--- config.mk ---
export PLATFORM = sky130hd
export DESIGN_NAME = bin_to_bcd_seq
export DESIGN_NICKNAME = d
export VERILOG_FILES = /design/src/rtl/bin_to_bcd_seq.sv
export SDC_FILE = /design/constraint.sdc
export NUM_CORES = 1
export LEC_CHECK = 0
export ABC_CLOCK_PERIOD_IN_PS = 1700
export CAP_MARGIN = 20
export CORE_AREA = 2 2 70 72
export DETAILED_ROUTE_END_ITERATION = 12
export DIE_AREA = 0 0 72 74
export PLACE_DENSITY = 0.66
export SKIP_LAST_GASP = 1
export SLEW_MARGIN = 40
export SYNTH_ARGS = -nofsm -noshare
export SYNTH_HDL_FRONTEND = slang
export SYNTH_SLANG_ARGS = --single-unit
--- constraint.sdc ---
create_clock -name CLOCK_50 -period 1.7 [get_ports CLOCK_50]
set_clock_uncertainty 0.05 [all_clocks]
set_input_delay 0.51 -clock CLOCK_50 [delete_from_list [all_inputs] [get_ports CLOCK_50]]
set_output_delay 0.51 -clock CLOCK_50 [all_outputs]
set_load 0.01 [all_outputs]
--- src/rtl/bin_to_bcd_seq.sv ---
// bin_to_bcd_seq
// Sequential binary-to-BCD converter using shift-and-add-3 (double dabble).
// A controller pulses start with a binary value on bin. One bit is processed
// per clock, and the packed BCD result is presented on bcd with a one-cycle
// done pulse.
//
// The controller FSM walks IDLE -> CONVERT (WIDTH cycles) -> DONE (1 cycle).
// busy, done, bcd and overflow are registered from that state, so they trail
// it by one clock. With start accepted at edge k:
//   - busy rises at edge k+1;
//   - done, bcd and overflow update at edge k+WIDTH+1;
//   - busy falls one edge after that.
// A start held high re-arms on the single IDLE cycle that follows DONE, so
// back-to-back conversions are WIDTH+2 cycles apart.
//
// The accumulator only holds DIGITS digits. Higher-order decimal content
// falls off its MSB and is collected in a sticky overflow bit. The add-3
// correction of a digit depends only on that digit and the carry into it
// from below, so the retained digits are always bin mod 10^DIGITS. Each
// retained digit is a valid 0-9 BCD value.

module bin_to_bcd_seq #(
  parameter int WIDTH  = 8,
  parameter int DIGITS = 3
) (
  input  logic                  CLOCK_50,
  input  logic                  resetn,
  input  logic                  start,
  input  logic [WIDTH-1:0]      bin,
  output logic                  busy,
  output logic                  done,
  output logic [4*DIGITS-1:0]   bcd,
  output logic                  overflow
);

  localparam int CW = $clog2(WIDTH + 1);  // bit counter width
  localparam int AW = 4 * DIGITS;         // accumulator width

  typedef enum logic [1:0] {
    S_IDLE    = 2'd0,
    S_CONVERT = 2'd1,
    S_DONE    = 2'd2
  } state_t;

  state_t            state;
  state_t            state_next;

  logic [WIDTH-1:0]  shift_reg;
  logic [AW-1:0]     acc;
  logic              sticky;
  logic [CW-1:0]     cnt;

  // Datapath intermediates for one conversion step.
  logic [AW-1:0]     acc_adj;   // accumulator after per-digit +3 correction
  logic [AW+WIDTH:0] shifted;   // {carry_out, acc, shift_reg} after the shift
  logic [AW-1:0]     acc_step;
  logic [WIDTH-1:0]  sr_step;
  logic              carry_out;

  // State register.
  always_ff @(posedge CLOCK_50 or negedge resetn) begin
    // NOTE: every clocked process uses non-blocking (<=) assignments so all
    // registers sample their inputs from the same pre-edge values.
    if (!resetn) begin
      state <= S_IDLE;
    end else begin
      state <= state_next;
    end
  end

  // Next-state decode: accept start only in IDLE, leave CONVERT on the last
  // bit, and spend exactly one cycle in DONE.
  always_comb begin
    // NOTE: assign a default before the case so no path leaves state_next
    // unassigned, which would infer a latch.
    state_next = state;
    case (state)
      S_IDLE: begin
        if (start) begin
          state_next = S_CONVERT;
        end
      end
      S_CONVERT: begin
        if (cnt == CW'(1)) begin
          state_next = S_DONE;
        end
      end
      S_DONE: begin
        state_next = S_IDLE;
      end
      default: begin
        state_next = S_IDLE;
      end
    endcase
  end

  // One double-dabble step: correct every digit >= 5 by +3 (no carry between
  // digits), then shift {acc, shift_reg} left by one bit.
  always_comb begin
    acc_adj = acc;
    for (int i = 0; i < DIGITS; i++) begin
      if (acc[4*i +: 4] >= 4'd5) begin
        acc_adj[4*i +: 4] = acc[4*i +: 4] + 4'd3;
      end
    end
    shifted   = {acc_adj, shift_reg, 1'b0};
    acc_step  = shifted[AW+WIDTH-1:WIDTH];
    sr_step   = shifted[WIDTH-1:0];
    carry_out = shifted[AW+WIDTH];
  end

  // Conversion datapath. Capture the operand on an accepted start, so later
  // changes on bin do not disturb the conversion in flight. Then consume
  // one bit per CONVERT cycle.
  always_ff @(posedge CLOCK_50 or negedge resetn) begin
    if (!resetn) begin
      shift_reg <= '0;
      acc       <= '0;
      sticky    <= 1'b0;
      cnt       <= '0;
    end else begin
      case (state)
        S_IDLE: begin
          if (start) begin
            shift_reg <= bin;
            acc       <= '0;
            sticky    <= 1'b0;
            cnt       <= CW'(WIDTH);
          end
        end
        S_CONVERT: begin
          shift_reg <= sr_step;
          acc       <= acc_step;
          sticky    <= sticky | carry_out;
          cnt       <= cnt - CW'(1);
        end
        default: begin
          // DONE: hold the finished accumulator for the output load.
        end
      endcase
    end
  end

  // Registered outputs. busy and done follow the state one clock later.
  // bcd and overflow are loaded once, in the DONE cycle, and then hold until
  // the next result.
  always_ff @(posedge CLOCK_50 or negedge resetn) begin
    if (!resetn) begin
      busy     <= 1'b0;
      done     <= 1'b0;
      bcd      <= '0;
      overflow <= 1'b0;
    end else begin
      busy <= (state != S_IDLE);
      done <= (state == S_DONE);
      if (state == S_DONE) begin
        bcd      <= acc;
        overflow <= sticky;
      end
    end
  end

endmodule

==> results.txt, run 1 <==
- Run status: completed
- Critical path capture point type: flop
* Antenna violations before repair: 0
* Number of enable flip-flop cells after synthesis: 0
- For this design the static power due to leakage is about 0.0012 uW.
- The total overflow left after global routing is 0.
- In the global route stage, overall resource usage came out at 0.162.
- For this design the ratio of total power to cell area is roughly 1700 nW/um2.
- The die is around 74 um tall.
* H-tree depth: 2
- Cells along the critical path: inv_1 -> ha_1 -> nor2b_1 -> o21a_1 -> o311ai_1
- Data required, critical path: between 1500 and 2000 ps
* Critical path arrival: between 1500 and 2000 ps
- Compared with the post-synthesis result, the final layout area differs by 21.2%.
- Antenna cell count: 0
* Proportion of synthesized chip area in sequential cells: 0.519
- For this configuration, the core starts out at a cell density of 0.441.
- Max Fanout on Critical Path: 4
* Residual DRC count: 0
* Avg Vias per Cell: 5.30
* Post-synthesis instance area: 2030 um2
* Max-Slew Margin vs Limit: 0.758
- Number of nets in the layout: 250
- The library cell used most frequently in the layout, excluding fill and tap cells, is sky130_fd_sc_hd__dfrtp_1.
- The cell count after synthesis came out at ~200.
* Fraction of layout instances using a drive strength above 1: 0.121
* Core Footprint: between 4000 and 5000 um2
* Number of max-cap violations: 0
- Placer Congestion: 0.820
* Register bit total from synthesis: 42
* Commonest cells after routing, fill and taps aside: 42 x sky130_fd_sc_hd__dfrtp_1, 28 x sky130_fd_sc_hd__nand2_1, 17 x sky130_fd_sc_hd__inv_1, 17 x sky130_fd_sc_hd__o21ai_1, 15 x sky130_fd_sc_hd__dlygate4sd2_1
* Final total power: a little over 4000 uW
* HP Class: input port to asynchronous set/reset pin
- For the pin with the worst max-slew slack, the measured transition is 362 ps.
- After synthesis, the netlist uses 38 different library cells.
- In this run the clock root is driven by a sky130_fd_sc_hd__clkbuf_8.
- Max incr delay on CP: between 300 and 400 ps
* TritonCTS Buffers: 5
- The first global-routing pass estimated ~6700 um of wire.
- Number of warnings reported in the yosys synthesis log: 0
- Estimated wirelength of the detail-placed design: 2900 um
- Adding up every negative setup slack in the final design gives 0 ps.
- The tree built by TritonCTS fans out to 42 sinks.
- The clock passes through at most 2 buffers.
- In this run, post-CTS hold repair placed 0 buffers.
* Portion of the clock cycle consumed by the worst path in the final layout: 0.896
- Setup repair after global routing left no endpoint under its margin.
* Most used flip-flop cell after synthesis: sky130_fd_sc_hd__dfrtp_1
* Num ports: 26
* Floorplan row count: 25
- Counting flops with an async set or reset pin after synthesis yields a share of 1.00.
* Standard cell with the maximum stage delay on the critical path: sky130_fd_sc_hd__dfrtp_1
- The critical path is of the flop to flop type.
* Die extent in x: 72 um
- Final hold viol count: 0
- Avg Synthesized Cell Area: ~10 um2
* Clock transition time at the flip-flop clock pins of the worst setup and hold paths: 80 ps
- Vias: around 1.5k
- Area enclosed by the die boundary: 5330 um2
- After detailed routing, the total wire length is between 3000 and 4000 um.
* Iteration-0 DRC Markers: roughly 100
* WL/cell: between 10 and 15 um
* Max Freq: roughly 660 MHz
- Length of the first detailed-routing pass in iterations: 4
- The number of global-route vias before repair was between 1k and 1.5k.
- Final number of max-transition violations: 0
- STA classifies the critical path startpoint as a flop.
- IR drop worst, VDD: between 0.6 and 0.7 mV
* Maximum number of pins on one net before global-route repair: 26
- The clock period could shrink to around 1500 ps.
* CTS tree: done
- Setup violations remaining at the end of the flow were counted as 0.
- The later pin in the worst-skew pair is clocked with a latency of 290 ps.
- IO buf count: 25
* Mapped Nets: around 220
- Antenna Nets Post-Route: 0
power breakdown:
| part | internal (uW) | switching [uW] |
|---|---|---|
| sequential | 1390 | 261 |
| combinational | 851 | 976 |
| clock | 328 | 330 |
synth_stat cells, types with 2 or more instances:
master | number | share of area
sky130_fd_sc_hd__a21oi_1 | 6 | 0.015
sky130_fd_sc_hd__a22oi_1 | 2 | 0.0074
sky130_fd_sc_hd__a32o_1 | 3 | 0.015
sky130_fd_sc_hd__and3b_1 | 5 | 0.022
sky130_fd_sc_hd__buf_2 | 6 | 0.015
sky130_fd_sc_hd__buf_4 | 2 | 0.0074
sky130_fd_sc_hd__buf_6 | 2 | 0.011
sky130_fd_sc_hd__dfrtp_1 | 42 | 0.52
sky130_fd_sc_hd__ha_1 | 8 | 0.049
sky130_fd_sc_hd__inv_1 | 17 | 0.032
sky130_fd_sc_hd__nand2_1 | 28 | 0.052
sky130_fd_sc_hd__nand2b_1 | 4 | 0.012
sky130_fd_sc_hd__nor2_1 | 3 | 0.0056
sky130_fd_sc_hd__nor2b_1 | 4 | 0.012
sky130_fd_sc_hd__o2111ai_1 | 6 | 0.026
sky130_fd_sc_hd__o21a_1 | 3 | 0.011
sky130_fd_sc_hd__o21ai_0 | 9 | 0.022
sky130_fd_sc_hd__o21ai_1 | 17 | 0.042
sky130_fd_sc_hd__o221ai_1 | 3 | 0.013
sky130_fd_sc_hd__o311ai_1 | 3 | 0.013
sky130_fd_sc_hd__o31ai_1 | 2 | 0.0074
sky130_fd_sc_hd__o31ai_2 | 2 | 0.012
sky130_fd_sc_hd__o32ai_1 | 2 | 0.0086
sky130_fd_sc_hd__xnor2_1 | 3 | 0.013
cell families after synthesis:
group / synth area share
AO/OA/AOI/OAI: 0.216
adder cells (fa/ha/maj): 0.0494
AND/OR/NAND/NOR: 0.119
multiplexers: 0.0161
XOR/XNOR: 0.0130
buffers and inverters: 0.0673
flip-flops: 0.519
cell type report:
class	count	area, um2
fill	431	2140
timing repair buffer	39	344
multi-input combinational	126	838
inverter	17	63.8
clock inverter	1	5.00
clock buffer	7	86.3
tap	54	67.6
sequential	42	1050
per-stage QoR:
stage,utilization,instance area (um2),hold WS [ps],instances,worst slack [ps]
final,0.534,2460,62.4,286,177
after global routing,0.534,2460,77.9,286,87.0
after CTS,0.534,2460,65.8,286,176
after detailed placement,0.518,2380,386,278,-86.5
after global placement,0.518,2380,384,278,-50.6
after floorplan,-,2030,164,196,356
worst max-delay path: cells and delay by family, from the launching register on:
family	cells	cell delay, ps
AOI/OAI and AO/OA	2	460
adders and majority gates	1	240
buffers and inverters	1	100
DFF	1	390
and+or+nand+nor	1	170
repair_timing:
action,in CTS,in global routing
setup buffers,0,0
resized for setup,15,0
setup endpoints to repair,15,0
path summary, 6_finish.rpt:
check	end	startpoint	cells past startpoint	slack [ps]
worst max-delay path	acc[6]$_DFFE_PN0P_	acc[4]$_DFFE_PN0P_	5	180
worst min-delay path	shift_reg[6]$_DFFE_PN0P_	resetn	1	60
worst max register to register	acc[6]$_DFFE_PN0P_	acc[4]$_DFFE_PN0P_	5	180
worst min register to register	bcd[7]$_DFFE_PN0P_	bcd[7]$_DFFE_PN0P_	2	430
max in group asynchronous	bcd[7]$_DFFE_PN0P_	resetn	2	1050
min in group CLOCK_50	bcd[7]$_DFFE_PN0P_	bcd[7]$_DFFE_PN0P_	2	430
layer usage:
metal  vias up  track usage  wire length, um
li1        765            -                -
met2        20        0.260             1860
met4         0       0.0818               78
met3         7       0.0285               97
met1       725        0.212             1850
met5         -            0                0
Power figures use the tool's default switching activity.
==> inputs of run 2 (changes only) <==
- CAP_MARGIN: 20 -> 25
- CORE_AREA: 2 2 70 72 -> 2 2 65 67
- DIE_AREA: 0 0 72 74 -> 0 0 67 69
- PLACE_DENSITY: 0.66 -> 0.76
==> run 2 against run 1 <==
Sequential cell count stayed put. Count of clock-buffer cells in the layout decreased by 1. Non-clock buffer count shrank 3. Die area is 13% lower. Worst setup slack worse by 23 ps. Utilization up 8.8 points. First-iteration DRC count fell by 14%. Cell count shrank 2.4%. Via count decreased by 0.86%. Final area is 0.82% lower. Highest routed layer unchanged.
==> results.txt, run 2 (synthesis results as in run 1) <==
* Cell total after placement: 271 (-2.5%)
* Floorplan row count: 23 (-8.0%)
- The starting utilization of the core area was 0.518 (+0.0770).
- Placer Congestion: 0.872 (+6.4%)
- The total number of cells along the worst setup path is 5 (unchanged).
* WL/cell: 13.3 um (-2.1%)
- Most common cell after layout, fill and taps aside: sky130_fd_sc_hd__dfrtp_1
* CTS tree: done
- Setup repair after global routing missed its margin: false
* HP Class: input port to asynchronous set/reset pin
- Critical path capture point type: flop
* Residual DRC count: 0 (unchanged)
- Vias: 1504 (-0.86%)
- Max Freq: 647 MHz (-1.5%)
* Wire length of the first global-routing pass: 6720 um (+0.51%)
* Power per Cell Area: 1670 nW/um2 (-0.55%)
* Core Footprint: 3910 um2 (-15%)
- The remaining antenna violation count after routing was 0 (unchanged).
- FILL cells: 346 (-20%)
- The number of endpoints with negative hold slack in the final report was 0 (unchanged).
* FF/Latch Area: 1050 um2 (unchanged)
- The footprint of the multi-input gates is 838 um2 (unchanged).
- The post-route minimum period came to 1550 ps (+22.6 ps).
* Transition time of the tightest slew-check pin: 502 ps (+139 ps)
- The flow ran to the end, and the final reports show no timing, DRC or antenna violations.
- The level count of the clock H-tree came to 2 (unchanged).
* Count of cells along the worst register-to-register path: 5 (unchanged)
* Worst path bufs/invs: 1 (unchanged)
- The largest net degree at the start of global routing is 26 (unchanged).
- The top-level I/O count is 26 (unchanged).
- The width of the die is 67 um (-6.9%).
- CP top delay family: flip-flops
- Estimated wirelength of the detail-placed design: 2770 um (-4.4%)
* Root Driver: sky130_fd_sc_hd__clkbuf_8
- The count of endpoints failing setup in the final report was 0 (unchanged).
- Max Fanout on Critical Path: 4 (unchanged)
* Leakage power total: 0.00119 uW (-0.16%)
- Clock transition time at the flip-flop clock pins of the worst setup and hold paths: 80 ps (about the same)
- The global route total overflow came to 0 (unchanged).
- The CTS sink count was 42 (unchanged).
* IR drop worst, VDD: 0.740 mV (+6.3%)
- Startpoint type of the worst setup path: flop
- Data required, critical path: 1810 ps (-30 ps)
- The max-slew violation count came to 0 (unchanged).
* Final wirelength: 3710 um (-4.5%)
- The relative max-transition margin came to 0.666 (-0.0924).
* Length of the first detailed-routing pass in iterations: 4 (unchanged)
- Cells along the critical path: inv_1 -> ha_1 -> nor2b_1 -> o21a_1 -> o221ai_1
- The data arrival time of the critical path was 1650 ps (about the same).
- Crit Path Class: flop to flop
* Clk buf depth: 2 (unchanged)
- The floorplan die area came to 4620 um2 (-13%).
- IO buf count: 25 (unchanged)
* Fraction of layout instances using a drive strength above 1: 0.114 (-0.00715)
* Die H: 69 um (-6.8%)
- Post-route worst hold slack: 89.6 ps (+27.2 ps)
- The overall global routing resource usage came to 0.185 (+0.0234).
- Iteration-0 DRC Markers: 88 (-14%)
* Portion of the clock cycle consumed by the worst path in the final layout: 0.909 (+0.0133)
- The clock network latency to the later pin of the worst-skew pair was 290 ps (about the same).
* Max incr delay on CP: 410 ps (+20 ps)
- In the layout the commonest cells are 42 x sky130_fd_sc_hd__dfrtp_1, 28 x sky130_fd_sc_hd__nand2_1, 17 x sky130_fd_sc_hd__inv_1, 17 x sky130_fd_sc_hd__o21ai_1, 14 x sky130_fd_sc_hd__dlygate4sd2_1.
- Standard cell with the maximum stage delay on the critical path: sky130_fd_sc_hd__dfrtp_1
* Antenna cell count: 0 (unchanged)
- The number of antenna violations at the first check in global routing was 0 (unchanged).
- The number of maximum-capacitance constraint violations came to 0 (unchanged).
- Fin cells: 279 (-2.4%)
- Number of nets in the layout: 247 (-1.2%)
* TritonCTS Buffers: 5 (unchanged)
- Compared with the post-synthesis result, the final layout area differs by 20.3%.
* Hold-fix buffers, CTS: 0 (unchanged)
- Avg Vias per Cell: 5.39 (+1.6%)
- The number of global-route vias before repair came to 1493 (+1.3%).
## run 2: cell types whose count changed in the layout (fill, tap and decap cells not counted), sizes merged
cell / previous run / this run
buf: 15 / 12
clkbuf: 7 / 6
clkinvlp: 0 / 1
dlygate4sd2: 15 / 14
dlymetal6s2s: 0 / 1
## run 2: layer usage
layer | track usage | vias to the layer above | share of wire
met5 | 0 | - | 0
met3 | 0.0424 | 5 | 0.034
met2 | 0.272 | 27 | 0.48
met4 | 0.0771 | 0 | 0.015
li1 | - | 761 | -
met1 | 0.261 | 711 | 0.47
## run 2: repair_timing
item | 4_1_cts | 5_1_grt
gates cloned | 0 | 0
setup buffers | 0 | 0
hold endpoints to repair | 0 | 0
setup endpoints to repair | 14 | 1
gates resized for setup | 14 | 1
## run 2: final timing paths
path	startpoint	end	slack, ps
worst max-delay path	acc[8]$_DFFE_PN0P_	acc[9]$_DFFE_PN0P_	150
worst min-delay path	resetn	acc[2]$_DFFE_PN0P_	90
worst max register to register	acc[8]$_DFFE_PN0P_	acc[9]$_DFFE_PN0P_	150
worst min register to register	bcd[7]$_DFFE_PN0P_	bcd[7]$_DFFE_PN0P_	430
max in group asynchronous	resetn	bcd[10]$_DFFE_PN0P_	1070
min in group CLOCK_50	bcd[7]$_DFFE_PN0P_	bcd[7]$_DFFE_PN0P_	430
## run 2: final cells by class
class,instances,area share
flip-flops and latches,42,0.431
repair buffers,36,0.134
clock buffers,6,0.0339
inverters,17,0.0262
multi-input cells,126,0.344
well taps,50,0.0257
clock inverters,2,0.00514
## run 2: metrics by stage
step / cell area (um2) / total power, uW / utilization / worst slack [ps] / setup TNS, ps
after floorplan: 2030 / 2930 / - / 356 / 0
after global placement: 2360 / 3460 / 0.602 / -83.1 / -632
after detailed placement: 2360 / 3530 / 0.602 / -123 / -1030
after CTS: 2430 / 4110 / 0.622 / 1.13 / 0
after global routing: 2440 / 4450 / 0.622 / 19.1 / 0
final: 2440 / 4080 / 0.622 / 154 / 0
## run 2: power breakdown
group          internal (uW)  switching, uW
registers               1390            291
logic                    812            935
clock network            326            324
total                   2530           1550
==> inputs of run 3 (changes only) <==
- CORE_AREA: 2 2 65 67 -> 2 2 83 53
- CTS_CLUSTER_SIZE: unset -> 24
- DIE_AREA: 0 0 67 69 -> 0 0 85 55
==> run 3 against run 2 <==
Maximum frequency fell by 0.87%. Utilization shrank 0.43 points. Die area rose by 1.1%. Global-route usage is 1.6 points higher. Register-to-register slack about the same. Cell count is 0.36% higher. Sequential power barely moved. Via count up 1.3%. Power is 1.9% higher. Hold slack got worse by 17 ps. Count of clock-buffer cells in the layout increased by 1. Largest cell class unchanged.
==> results.txt, run 3 (synthesis results as in run 1) <==
- Leakage power total: 0.00118 uW (-0.78%)
- The largest voltage drop on the vdd net is 0.785 mV (+6.1%).
* Core Footprint: 3940 um2 (+0.70%)
- Leaving out fill and tap cells, the most frequent cell in the layout is sky130_fd_sc_hd__dfrtp_1.
* Length of the first detailed-routing pass in iterations: 4 (unchanged)
* Placed cell areas: 2360 um2 (+0.32%)
- Count of cells resized by post-cts repair: 15 (+1)
- The worst register-to-register path ends at acc[9]$_DFFE_PN0P_.
- The ratio of cells with drive above 1 in the final layout was 0.113 (-0.000494).
- The routability congestion estimate was 0.827 (-5.1%).
- The transition time at the pin with the least slew margin was 449 ps (-52.6 ps).
* Critical path capture point type: flop
- The number of antenna violations at the first check in global routing is 0 (unchanged).
* Number of nets in the layout: 248 (+0.40%)
- Num ports: 26 (unchanged)
* Clock latency on the worst-skew pair: 300 ps (about the same)
* HP Class: input port to asynchronous set/reset pin
* Wire length of the first global-routing pass: 6970 um (+3.7%)
* Avg Vias per Cell: 5.44 (+0.90%)
- CTS tree: done
- Final number of max-transition violations: 0 (unchanged)
- Count of cells along the worst register-to-register path: 5 (unchanged)
- Startpoint type of the worst setup path: flop
- The slack of the worst reg-to-reg path came to 140 ps (about the same).
- Iteration-0 DRC Markers: 85 (-3.4%)
- Max Fanout on Critical Path: 4 (unchanged)
- The required time of the worst setup path is 1820 ps (about the same).
- Vias: 1523 (+1.3%)
* Number of setup violations in the final report: 0 (unchanged)
- Cell total after placement: 272 (+0.37%)
* Hold-fix buffers, CTS: 0 (unchanged)
- The summed area of non-filler cells in the final layout is 2440 um2 (unchanged).
- Root Driver: sky130_fd_sc_hd__clkbuf_8
- Antenna cell count: 0 (unchanged)
- Starting utilization of the core area: 0.514 (-0.00361)
- Run status: completed
- Launch point of the worst reg-to-reg path: acc[9]$_DFFE_PN0P_
* Post-CTS Repair Setup Buffers: 0 (unchanged)
- Synth-to-Final Area Change: 20.3% (unchanged)
- Estimated wirelength of the detail-placed design: 2980 um (+7.6%)
- Overflow left after global routing: 0 (unchanged)
- Die H: 55 um (-20%)
- The routed length per placed instance was 14.7 um (+10%).
* Final hold viol count: 0 (unchanged)
- Leaving out fill and tap cells, the most frequent cells in the layout are 42 x sky130_fd_sc_hd__dfrtp_1, 28 x sky130_fd_sc_hd__nand2_1, 17 x sky130_fd_sc_hd__inv_1, 17 x sky130_fd_sc_hd__o21ai_1, 15 x sky130_fd_sc_hd__dlygate4sd2_1.
* Maximum number of pins on one net before global-route repair: 28 (+7.7%)
- Vias in the first global route: 1489 (-0.27%)
- The critical path starts at acc[9]$_DFFE_PN0P_.
- Fin cells: 280 (+0.36%)
* Max-Slew Margin vs Limit: 0.701 (+0.0351)
- The worst setup path is of the flop to flop kind.
- Number of max-cap violations: 0 (unchanged)
* Floorplan row count: 18 (-22%)
- Power per Cell Area: 1710 nW/um2 (+1.9%)
* Global-route usage over all layers: 0.201 (+0.0155)
- Setup repair after global routing left no endpoint under its margin.
* Last element of the critical path: acc[9]$_DFFE_PN0P_
- The remaining antenna violation count after routing came to 0 (unchanged).
* Clk buf depth: 2 (unchanged)
* Clock tree sinks: 42 (unchanged)
* Portion of the clock cycle consumed by the worst path in the final layout: 0.917 (+0.00793)
- IO buf count: 25 (unchanged)
- H-tree depth: 2 (unchanged)
* FILL cells: 363 (+4.9%)
- The clock-pin slew on the worst setup and hold paths was 80 ps (about the same).
- Area enclosed by the die boundary: 4680 um2 (+1.1%)
- Final wirelength: 4100 um (+11%)
- TritonCTS Buffers: 5 (unchanged)
* Residual DRC count: 0 (unchanged)
- Critical path arrival: 1680 ps (+30 ps)
- The post-route minimum period is 1560 ps (+13.5 ps).
- The fmax is 641 MHz (-0.87%).
* Die extent in x: 85 um (+27%)
==> run 3: cell types whose count changed in the layout (fill, tap and decap cells not counted), sizes merged <==
cell	before	now
dlygate4sd2	14	15
clkbuf	6	7
clkinvlp	1	0
buf	12	13
dlymetal6s2s	1	0
==> run 3: final cells by class <==
| class | instances | area [um2] | share of cell area |
|---|---|---|---|
| tap | 50 | 62.6 | 0.0257 |
| timing repair buffer | 37 | 329 | 0.135 |
| multi-input combinational | 126 | 838 | 0.344 |
| inverter | 17 | 63.8 | 0.0262 |
| sequential | 42 | 1050 | 0.431 |
| clock buffer | 7 | 86.3 | 0.0354 |
| clock inverter | 1 | 5.00 | 0.00205 |
==> run 3: routing by layer <==
metal,GRT usage,wire length [um],up-vias
li1,-,-,766
met5,0,0,-
met1,0.264,2050,723
met4,0.0688,48,0
met3,0.0682,168,7
met2,0.316,1830,27
==> run 3: metrics by stage <==
step                      utilization  power [uW]  hold WS (ps)  setup TNS, ps  setup slack [ps]
after detailed placement        0.600        3590           405           -346             -54.8
after floorplan                     -        2930           164              0               356
final                           0.618        4150          72.3              0               140
after global routing            0.618        4530          85.1              0              21.0
after CTS                       0.618        4190          76.3              0               148
after global placement          0.600        3520           404          -85.7             -30.4
==> run 3: worst min path at each step <==
stage / endpoint / cells after the start / start / slack, ps
3_5_place_dp: shift_reg[6]$_DFFE_PN0P_ / 1 / resetn / 400
5_1_grt: cnt[2]$_DFFE_PN0P_ / 1 / resetn / 90
4_1_cts: shift_reg[3]$_DFFE_PN0P_ / 1 / resetn / 80
3_3_place_gp: cnt[2]$_DFFE_PN0P_ / 1 / resetn / 400
6_report: shift_reg[5]$_DFFE_PN0P_ / 1 / resetn / 70
2_1_floorplan: acc[0]$_DFFE_PN0P_ / 0 / resetn / 160
==> run 3: worst max-delay path, cell delays in order (launching register included) <==
cell                       delay (ps)
sky130_fd_sc_hd__dfrtp_1          400
sky130_fd_sc_hd__inv_1            130
sky130_fd_sc_hd__ha_1             260
sky130_fd_sc_hd__nor2b_1          240
sky130_fd_sc_hd__o21a_1           210
sky130_fd_sc_hd__o221ai_1         140
==> run 3: where the power goes <==
group          internal [uW]  total, uW  switching [uW]  leakage (uW)
clock network            328        662             335     0.0000482
registers               1390       1690             302      0.000545
logic                    840       1800             963      0.000583
